File: config.mk
export PLATFORM = sky130hd
export DESIGN_NAME = dsp_result_collector_flat
export DESIGN_NICKNAME = d
export VERILOG_FILES = /design/src/rtl/dsp_result_collector_if.sv /design/src/rtl/dsp_result_collector.sv /design/src/flat_wrapper.sv
export SDC_FILE = /design/constraint.sdc
export NUM_CORES = 1
export LEC_CHECK = 0
export ABC_AREA = 1
export ABC_CLOCK_PERIOD_IN_PS = 4600
export CELL_PAD_IN_SITES_DETAIL_PLACEMENT = 1
export CELL_PAD_IN_SITES_GLOBAL_PLACEMENT = 2
export CORE_MARGIN = 2
export CORE_UTILIZATION = 37
export CTS_CLUSTER_DIAMETER = 120
export DETAILED_ROUTE_END_ITERATION = 7
export PLACE_DENSITY = 0.78
export SETUP_SLACK_MARGIN = 0.1
export SLEW_MARGIN = 20
export SYNTH_ARGS = -nofsm -noshare
export SYNTH_HDL_FRONTEND = slang
export SYNTH_SLANG_ARGS = --single-unit
File: constraint.sdc
create_clock -name clk -period 4.6 [get_ports clk]
set_input_delay 0.92 -clock clk [delete_from_list [all_inputs] [get_ports clk]]
set_output_delay 0.92 -clock clk [all_outputs]
set_load 0.02 [all_outputs]
File: src/rtl/dsp_result_collector_if.sv
// Signal bundle between the DSP P output, the result collector and the
// downstream consumer. Port-level names follow the DSP datapath naming.
interface dsp_result_collector_if #(
   parameter int WIDTH = 48,
   parameter int DEPTH = 4
);
   localparam int CW = $clog2(DEPTH) + 1;

   // Pipeline side
   logic             CE;
   logic             in_valid;
   logic [WIDTH-1:0] P_in;
   logic             flush;

   // Consumer side
   logic             out_ready;
   logic             out_valid;
   logic [WIDTH-1:0] out_data;
   logic [CW-1:0]    count;
   logic             overflow;

   // Driven by the producer/consumer environment.
   modport master (
      output CE, in_valid, P_in, flush, out_ready,
      input  out_valid, out_data, count, overflow
   );

   // Seen by the collector.
   modport slave (
      input  CE, in_valid, P_in, flush, out_ready,
      output out_valid, out_data, count, overflow
   );
endinterface

File: src/rtl/dsp_result_collector.sv
// Result collector for the DSP48A1 datapath. A valid token follows the
// operands through a CE-gated delay line matching the DSP pipeline depth;
// when it emerges, P is captured into a small first-word-fall-through FIFO
// and offered downstream with valid/ready flow control. A dropped capture
// (FIFO full, no pop) sets a sticky overflow flag.
module dsp_result_collector #(
   parameter int WIDTH   = 48,
   parameter int LATENCY = 4,  // 0..7 CE-gated stages
   parameter int DEPTH   = 4   // power of two, >= 2
) (
   input  logic                 clk,
   input  logic                 rst,
   dsp_result_collector_if.slave bus
);

   localparam int AW = $clog2(DEPTH);
   localparam int CW = AW + 1;
   localparam logic [CW-1:0] FULL_COUNT = CW'(DEPTH);

   logic             w_tag;
   logic             w_cap;
   logic             w_pop;
   logic             w_empty;
   logic             w_full;
   logic             w_wr;
   logic             w_drop;
   logic [CW-1:0]    w_count_nxt;

   logic [AW-1:0]    r_wr_ptr;
   logic [AW-1:0]    r_rd_ptr;
   logic [CW-1:0]    r_count;
   logic             r_overflow;
   logic [WIDTH-1:0] r_mem [DEPTH];

   // ------------------------------------------------------------------
   // Valid-token delay line
   // ------------------------------------------------------------------
   generate
      if (LATENCY == 0) begin : g_no_delay
         // With no pipeline stages the result is valid in the launch cycle.
         assign w_tag = bus.in_valid;
      end else begin : g_delay
         logic [LATENCY-1:0] r_dly;

         // Advance the token in lock-step with the CE-gated DSP registers.
         always_ff @(posedge clk or posedge rst) begin
            if (rst) begin
               r_dly <= '0;
            end else if (bus.flush) begin
               r_dly <= '0;
            end else if (bus.CE) begin
               // NOTE: non-blocking assignments make every stage read the
               // pre-edge value of its neighbour, so the loop order is irrelevant.
               r_dly[0] <= bus.in_valid;
               for (int i = 1; i < LATENCY; i++) begin
                  r_dly[i] <= r_dly[i-1];
               end
            end
         end

         assign w_tag = r_dly[LATENCY-1];
      end
   endgenerate

   // ------------------------------------------------------------------
   // Capture / pop decode
   // ------------------------------------------------------------------
   // A result is only real on a CE cycle: that is when the DSP output
   // register holding it is about to be overwritten.
   assign w_empty = (r_count == '0);
   assign w_full  = (r_count == FULL_COUNT);
   assign w_cap   = w_tag & bus.CE;
   assign w_pop   = ~w_empty & bus.out_ready;
   // When full, a capture still fits if the head leaves in the same cycle.
   assign w_wr    = w_cap & (~w_full | w_pop);
   assign w_drop  = w_cap & w_full & ~w_pop;

   // Next occupancy: +1 on write only, -1 on pop only, else unchanged.
   always_comb begin
      // NOTE: default first so every path assigns w_count_nxt and no latch
      // is inferred.
      w_count_nxt = r_count;
      case ({w_wr, w_pop})
         2'b10:   w_count_nxt = r_count + CW'(1);
         2'b01:   w_count_nxt = r_count - CW'(1);
         default: w_count_nxt = r_count;
      endcase
   end

   // ------------------------------------------------------------------
   // Storage
   // ------------------------------------------------------------------
   // Write captured results into the FIFO array.
   always_ff @(posedge clk) begin
      // NOTE: the array has no reset; pointers and count define which
      // entries are meaningful, so stale contents are never observed.
      if (w_wr && !bus.flush) begin
         r_mem[r_wr_ptr] <= bus.P_in;
      end
   end

   // Pointers, occupancy and sticky overflow; flush outranks cap and pop.
   always_ff @(posedge clk or posedge rst) begin
      if (rst) begin
         r_wr_ptr   <= '0;
         r_rd_ptr   <= '0;
         r_count    <= '0;
         r_overflow <= 1'b0;
      end else if (bus.flush) begin
         r_wr_ptr   <= '0;
         r_rd_ptr   <= '0;
         r_count    <= '0;
         r_overflow <= 1'b0;
      end else begin
         // Pointers are AW bits wide and DEPTH is a power of two, so the
         // natural rollover is the modulo-DEPTH wrap.
         if (w_wr) begin
            r_wr_ptr <= r_wr_ptr + AW'(1);
         end
         if (w_pop) begin
            r_rd_ptr <= r_rd_ptr + AW'(1);
         end
         if (w_drop) begin
            r_overflow <= 1'b1;
         end
         r_count <= w_count_nxt;
      end
   end

   // ------------------------------------------------------------------
   // Outputs
   // ------------------------------------------------------------------
   // Head of FIFO falls through combinationally; zero when nothing is held.
   assign bus.out_valid = ~w_empty;
   assign bus.out_data  = w_empty ? '0 : r_mem[r_rd_ptr];
   assign bus.count     = r_count;
   assign bus.overflow  = r_overflow;

   // ------------------------------------------------------------------
   // Structural invariants
   // ------------------------------------------------------------------
   // Occupancy can never exceed the array size.
   a_count_bound : assert property (@(posedge clk) disable iff (rst)
      r_count <= FULL_COUNT);

   // Pointer distance always agrees with the occupancy counter.
   a_count_ptrs : assert property (@(posedge clk) disable iff (rst)
      (r_wr_ptr - r_rd_ptr) == r_count[AW-1:0]);

endmodule

File: src/flat_wrapper.sv
// flat-port wrapper written by rule: the top's interface ports become plain ports
module dsp_result_collector_flat 
#(
   parameter int WIDTH   = 48,
   parameter int LATENCY = 4,                         
   parameter int DEPTH   = 4                        
)
  (clk, rst, bus_CE, bus_in_valid, bus_P_in, bus_flush, bus_out_ready, bus_out_valid, bus_out_data, bus_count, bus_overflow);
  dsp_result_collector_if #(.WIDTH(WIDTH), .DEPTH(DEPTH)) bus_i ();
  input  logic clk;
  input  logic rst;
  input wire logic [$bits(bus_i.CE)-1:0] bus_CE;
  input wire logic [$bits(bus_i.in_valid)-1:0] bus_in_valid;
  input wire logic [$bits(bus_i.P_in)-1:0] bus_P_in;
  input wire logic [$bits(bus_i.flush)-1:0] bus_flush;
  input wire logic [$bits(bus_i.out_ready)-1:0] bus_out_ready;
  output wire logic [$bits(bus_i.out_valid)-1:0] bus_out_valid;
  output wire logic [$bits(bus_i.out_data)-1:0] bus_out_data;
  output wire logic [$bits(bus_i.count)-1:0] bus_count;
  output wire logic [$bits(bus_i.overflow)-1:0] bus_overflow;
  assign bus_i.CE = bus_CE;
  assign bus_i.in_valid = bus_in_valid;
  assign bus_i.P_in = bus_P_in;
  assign bus_i.flush = bus_flush;
  assign bus_i.out_ready = bus_out_ready;
  assign bus_out_valid = bus_i.out_valid;
  assign bus_out_data = bus_i.out_data;
  assign bus_count = bus_i.count;
  assign bus_overflow = bus_i.overflow;
  dsp_result_collector #(.WIDTH(WIDTH), .LATENCY(LATENCY), .DEPTH(DEPTH)) u_core (.clk(clk), .rst(rst), .bus(bus_i));
endmodule
==> results.yml, run 1 <==
finish:
  drive_gt1_share_pct: 7.25
  fill_cells: 2232
  final_area_um2: 10200
  diodes: 0
  multi_input_area_um2: 1770
  areaGrowthSynthToFinish_pct: 25.7
  register_area_um2: 6070
  fin_util_pct: 47.0
  final_cell_count_no_fill: 1052
  final_net_count: 815
synthesis:
  netlist_top_cells_count: "nor2_1, edfxtp_1, o21ai_0"
  yosys_warnings: 0
  ys.flop_type: "edfxtp_1"
  yosysSeqAreaShare_pct: 74.8
  synth_cells: 651
  synth_area_leaders: "edfxtp_1, nor2_1, o21ai_0, dfrtp_1, a21oi_1"
  synth_async_sr_flop_share_pct: 5.88
  synth_seq_cells: 204
  synth_nets: 710
  synth-edff-count: 192
  yosysTopAreaCellShare_pct: 71.1
  yosys.area.top_type: "edfxtp_1"
  syn_area_um2: 8110
  synth.distinct_cells: 25
  syn_area_per_cell_um2: 12.5
  yosysMostFrequentCell: "nor2_1"
sta:
  hold_violations: 0
  fin_tns_setup_ns: 0
  relSlewSlack_pct: 27.7
  layout_worst_path_cycle_share_pct: 88.2
  rsz0062_at_grt: "false"
  fmaxAchievable_mhz: 247
  finalSetupViolCount: 0
  fin_skew_ns: 0.0104
  drv_slew: 0
  worstMarginPinSlew_ns: 1.09
  layout_min_cycle_time_ns: 4.06
grt:
  gr-usage-all-layers_pct: 16.8
  grt_pass1_wl_um: 31100
  grt-ovfl-total: 0
  grt_pass1_vias: 5841
  grt_antenna_before_repair: 0
  grt_max_degree: 98
floorplanning:
  rows: 54
  dieArea_um2: 23100
  chipWidth_um: 152
  initial_utilization_pct: 37.4
  core_area_um2: 21700
  ios: 107
  dieHeight_um: 152
hold_path:
  hold_path_class: "reg2reg"
  whs_path_depth: 2
placed_design:
  gp_congestion: 0.755
  placedCellCount: 1011
  placed_area_um2: 9450
  dp_hpwl_um: 11300
  port_buffers: 106
routing:
  vias: 5260
  ant_nets: 0
  vias_per_cell: 5.00
  firstDrtPassIters: 4
  drc: 0
  drtIter0Drc: 300
  wl_per_cell_um: 18.7
  drt_wl_total_um: 19600
critical_path:
  endpoint_kind: "primary output"
  path_max_fanout: 97
  startpoint_type: "flip-flop"
  ff2ff_path_depth: 5
  crit_type: "reg2out"
  arrival_ns: 3.14
  crit_required_ns: 3.68
power:
  leakage_nw: 3.46
  total_power_mw: 5.40
  p_per_area_nw_per_um2: 530
  ir_worst_vdd_uv: 236
clock_tree:
  clock_latency_ns: 0.50
  ctsLongestPathBuffers: 3
  cts_root_buf: "clkbuf_16"
  ctsResizeCount: 0
  cts_max_level: 1
  cts_sinks: 204
  postCtsHoldBufs: 0
  numCtsBuffers: 23
  post_cts_buffers: 0
  path_clk_slew_ns: 0.05
  cts_tree: "built"
status:
  status: "finished clean"
job:
  maxCapViolations: 0
## cell usage in the layout (no fill, tap or decap)
cell / count
a21oi_1: 52
buf_12: 2
buf_4: 9
bufinv_16: 3
clkbuf_1: 5
clkbuf_16: 23
clkdlybuf4s50_1: 106
clkinv_1: 4
clkinv_2: 3
clkinv_4: 1
clkinv_8: 1
clkinvlp_4: 1
dfrtp_1: 10
dfrtp_2: 1
dfrtp_4: 1
edfxtp_1: 192
fa_1: 1
ha_1: 4
inv_1: 17
inv_2: 3
inv_4: 1
nand2_1: 10
nand2_2: 1
nand3_1: 13
nand4_1: 2
nor2_1: 194
nor2_2: 1
nor2_4: 4
o21a_1: 1
o21ai_0: 71
o21ai_1: 33
or2_2: 1
xnor2_1: 1
## metrics by stage
step           setup WS (ns)  hold slack (ns)
5_1_grt                0.331            0.545
3_5_place_dp            1.06            0.511
3_3_place_gp            1.12            0.487
4_1_cts                0.528            0.528
2_1_floorplan          0.861            0.472
6_report               0.544            0.525
## final timing paths
path,startpoint,endpoint,slack (ns)
max,u_core.r_rd_ptr[0],bus_out_data[21],0.54
min,u_core.g_delay.r_dly[1],u_core.g_delay.r_dly[2],0.52
max reg2reg,u_core.bus.count[0],u_core.r_mem[2][32],2.31
min reg2reg,u_core.g_delay.r_dly[1],u_core.g_delay.r_dly[2],0.52
max in group asynchronous,rst,u_core.r_rd_ptr[0],3.47
min in group asynchronous,rst,u_core.bus.count[0],0.75
## critical path, cell delays in order, from the launching register on
cell	delay (ns)
dfrtp_4	0.42
buf_4	0.78
nor2_1	0.15
nor2_1	0.15
o21ai_0	0.11
a21oi_1	0.25
clkdlybuf4s50_1	0.66
## cell families (layout without fill, tap and decap cells)
kind of cell / count (synthesis) / in the layout / synth area share, %
flip-flops: 204 / 204 / 74.8
AO/OA/AOI/OAI: 157 / 157 / 9.72
XOR/XNOR: 1 / 1 / 0.108
adder cells (fa/ha/maj): 5 / 5 / 0.864
AND/OR/NAND/NOR: 226 / 226 / 10.8
buffers and inverters: 58 / 179 / 3.69
## power breakdown
part	internal [mW]	total (mW)	leakage (nW)	switching, mW
Combinational	0.592	1.53	1.21	0.939
Clock	1.09	1.80	0.361	0.712
Sequential	2.05	2.07	1.88	0.0205
Total	3.73	5.40	3.46	1.67
## cell type report
type                       instances  share of cell area [%]
inverter                          21                   0.798
clock buffer                      28                    5.83
timing repair buffer             117                    11.5
clock inverter                    13                    1.50
tap                              280                    3.44
multi-input combinational        389                    17.4
sequential                       204                    59.6
## per-layer routing
| metal | global-route usage (%) | wire length (µm) |
|---|---|---|
| met5 | 0 | 0 |
| met2 | 29.5 | 9500 |
| met4 | 4.09 | 367 |
| met3 | 2.82 | 1060 |
| met1 | 21.9 | 8700 |
## flip-flops by register name (all words and copies together) (netlist names)
| name | flops |
|---|---|
| u_core.bus.overflow | 1 |
| u_core.r_wr_ptr | 2 |
| u_core.g_delay.r_dly | 4 |
| u_core.r_mem | 192 |
| u_core.r_rd_ptr | 2 |
| u_core.bus.count | 3 |
Note: power is estimated with default switching activity, not from simulation.
==> run 2: changes to the inputs <==
--- a/config.mk
+++ b/config.mk
@@ -9,10 +9,10 @@
 export ABC_CLOCK_PERIOD_IN_PS = 4600
 export CELL_PAD_IN_SITES_DETAIL_PLACEMENT = 1
 export CELL_PAD_IN_SITES_GLOBAL_PLACEMENT = 2
-export CORE_MARGIN = 2
 export CORE_UTILIZATION = 37
 export CTS_CLUSTER_DIAMETER = 120
 export DETAILED_ROUTE_END_ITERATION = 7
+export GPL_TIMING_DRIVEN = 1
 export PLACE_DENSITY = 0.78
 export SETUP_SLACK_MARGIN = 0.1
 export SLEW_MARGIN = 20
==> results.yml, run 2 (synthesis results as in run 1) <==
finish:
  drive_gt1_share_pct: 6.55
  areaGrowthSynthToFinish_pct: 23.9
  largest_reg_flops: 192
  final_net_count: 807
  fin_util_pct: 47.2
  diodes: 0
  fill_cells: 2208
  final_common_cell: "nor2_1"
  regMostFlops: "u_core.r_mem"
  layout_common_cells: "nor2_1, edfxtp_1, clkdlybuf4s50_1, o21ai_0, a21oi_1"
hold_path:
  holdPathEnd: "u_core.bus.overflow"
  hp-start: "u_core.bus.overflow"
  hold_path_class: "reg2reg"
  whs_path_depth: 1
floorplanning:
  rows: 53
  dieHeight_um: 150
  dieArea_um2: 22500
  ios: 107
  core_area_um2: 21300
  chipWidth_um: 150
  initial_utilization_pct: 38.1
job:
  maxCapViolations: 0
placed_design:
  port_buffers: 106
  gp_congestion: 0.729
  dp_hpwl_um: 11400
  place_ws_ns: 0.447
status:
  status: "finished clean"
sta:
  fmaxAchievable_mhz: 235
  layout_worst_path_cycle_share_pct: 92.4
  relSlewSlack_pct: 26.9
  finalSetupViolCount: 0
  hold_slack_ns: 0.519
  hold_violations: 0
  drv_slew: 0
  rsz0062_at_grt: "false"
  layout_min_cycle_time_ns: 4.25
  fin_skew_ns: 0.0219
  fin_tns_setup_ns: 0
  fin_ws_ns: 0.348
  worstMarginPinSlew_ns: 1.10
clock_tree:
  numCtsBuffers: 21
  post_cts_buffers: 0
  cts_tree: "built"
  clock_latency_ns: 0.51
  path_clk_slew_ns: 0.06
  cts_max_level: 1
  cts_sinks: 204
  cts_root_buf: "clkbuf_16"
  ctsLongestPathBuffers: 3
critical_path:
  endpoint_kind: "primary output"
  r2r_slack_ns: 2.19
  crit_required_ns: 3.68
  crit_type: "reg2out"
  r2r_end: "u_core.r_mem[1][26]"
  startpoint_type: "flip-flop"
  arrival_ns: 3.33
  slowest_delay_ns: 0.85
  path_max_fanout: 50
  crit_chain: "inv_2, nor2_1, o21ai_1, a21oi_1, clkdlybuf4s50_1"
  rr_startpoint: "u_core.bus.count[0]"
  ff2ff_path_depth: 5
  critical-path-slowest-cell: "dfrtp_4"
grt:
  grt_pass1_wl_um: 31100
  grt_pass1_vias: 5636
  grt_antenna_before_repair: 0
  grt-ovfl-total: 0
  grt_max_degree: 98
  gr-usage-all-layers_pct: 18.1
power:
  p_per_area_nw_per_um2: 518
  leakage_nw: 3.39
  total_power_mw: 5.21
  ir_worst_vdd_uv: 304
routing:
  wl_per_cell_um: 19.1
  drt_wl_total_um: 19800
  vias_per_cell: 5.12
  drtIter0Drc: 278
  firstDrtPassIters: 4
  ant_nets: 0
  vias: 5311
  drc: 0
==> run 2: where the power goes <==
group	total, mW	switching (mW)	internal [mW]
combinational	1.47	0.890	0.580
clock	1.61	0.687	0.928
sequential	2.12	0.0750	2.05
==> run 2: critical path, delay by kind of cell (launching register included) <==
family | cells | cell delay [ns]
compound gates | 2 | 0.38
flops | 1 | 0.85
simple gates | 1 | 0.27
buf+inv | 2 | 1.29
==> run 2: layout make-up <==
| class | instances | area, µm² | area share (%) |
|---|---|---|---|
| tap | 275 | 344 | 3.42 |
| sequential | 204 | 6070 | 60.4 |
| clock buffer | 26 | 564 | 5.62 |
| multi-input combinational | 389 | 1770 | 17.7 |
| clock inverter | 12 | 87.6 | 0.872 |
| inverter | 21 | 81.3 | 0.809 |
| timing repair buffer | 111 | 1120 | 11.2 |
==> run 2: worst max path at each step <==
stage,startpoint,endpoint,cells past startpoint
floorplan,bus_CE,u_core.r_mem[0][0],4
global placement,u_core.r_rd_ptr[1],bus_out_data[31],5
detailed placement,u_core.r_rd_ptr[1],bus_out_data[31],5
CTS,u_core.r_rd_ptr[1],bus_out_data[31],5
global route,u_core.r_rd_ptr[1],bus_out_data[31],5
finish,u_core.r_rd_ptr[1],bus_out_data[31],5
==> run 2: metrics by stage <==
stage                     instances  cell area (µm²)
after global routing           1038            10000
final                          1038            10000
after global placement         1000             9390
after CTS                      1038            10000
after floorplan                 651             8110
after detailed placement       1000             9390
==> run 2: metal layers <==
metal / part of all wire (%) / vias to the layer above / GRT usage (%)
met2: 50 / 132 / 31.6
met3: 5.3 / 25 / 2.96
met5: 0 / - / 0
li1: - / 2484 / -
met4: 1.4 / 0 / 3.99
met1: 44 / 2670 / 23.6
==> run 2: repair_timing <==
item,CTS,global route
hold buffers,0,0
setup endpoints to repair,42,0
gates resized for setup,1,0
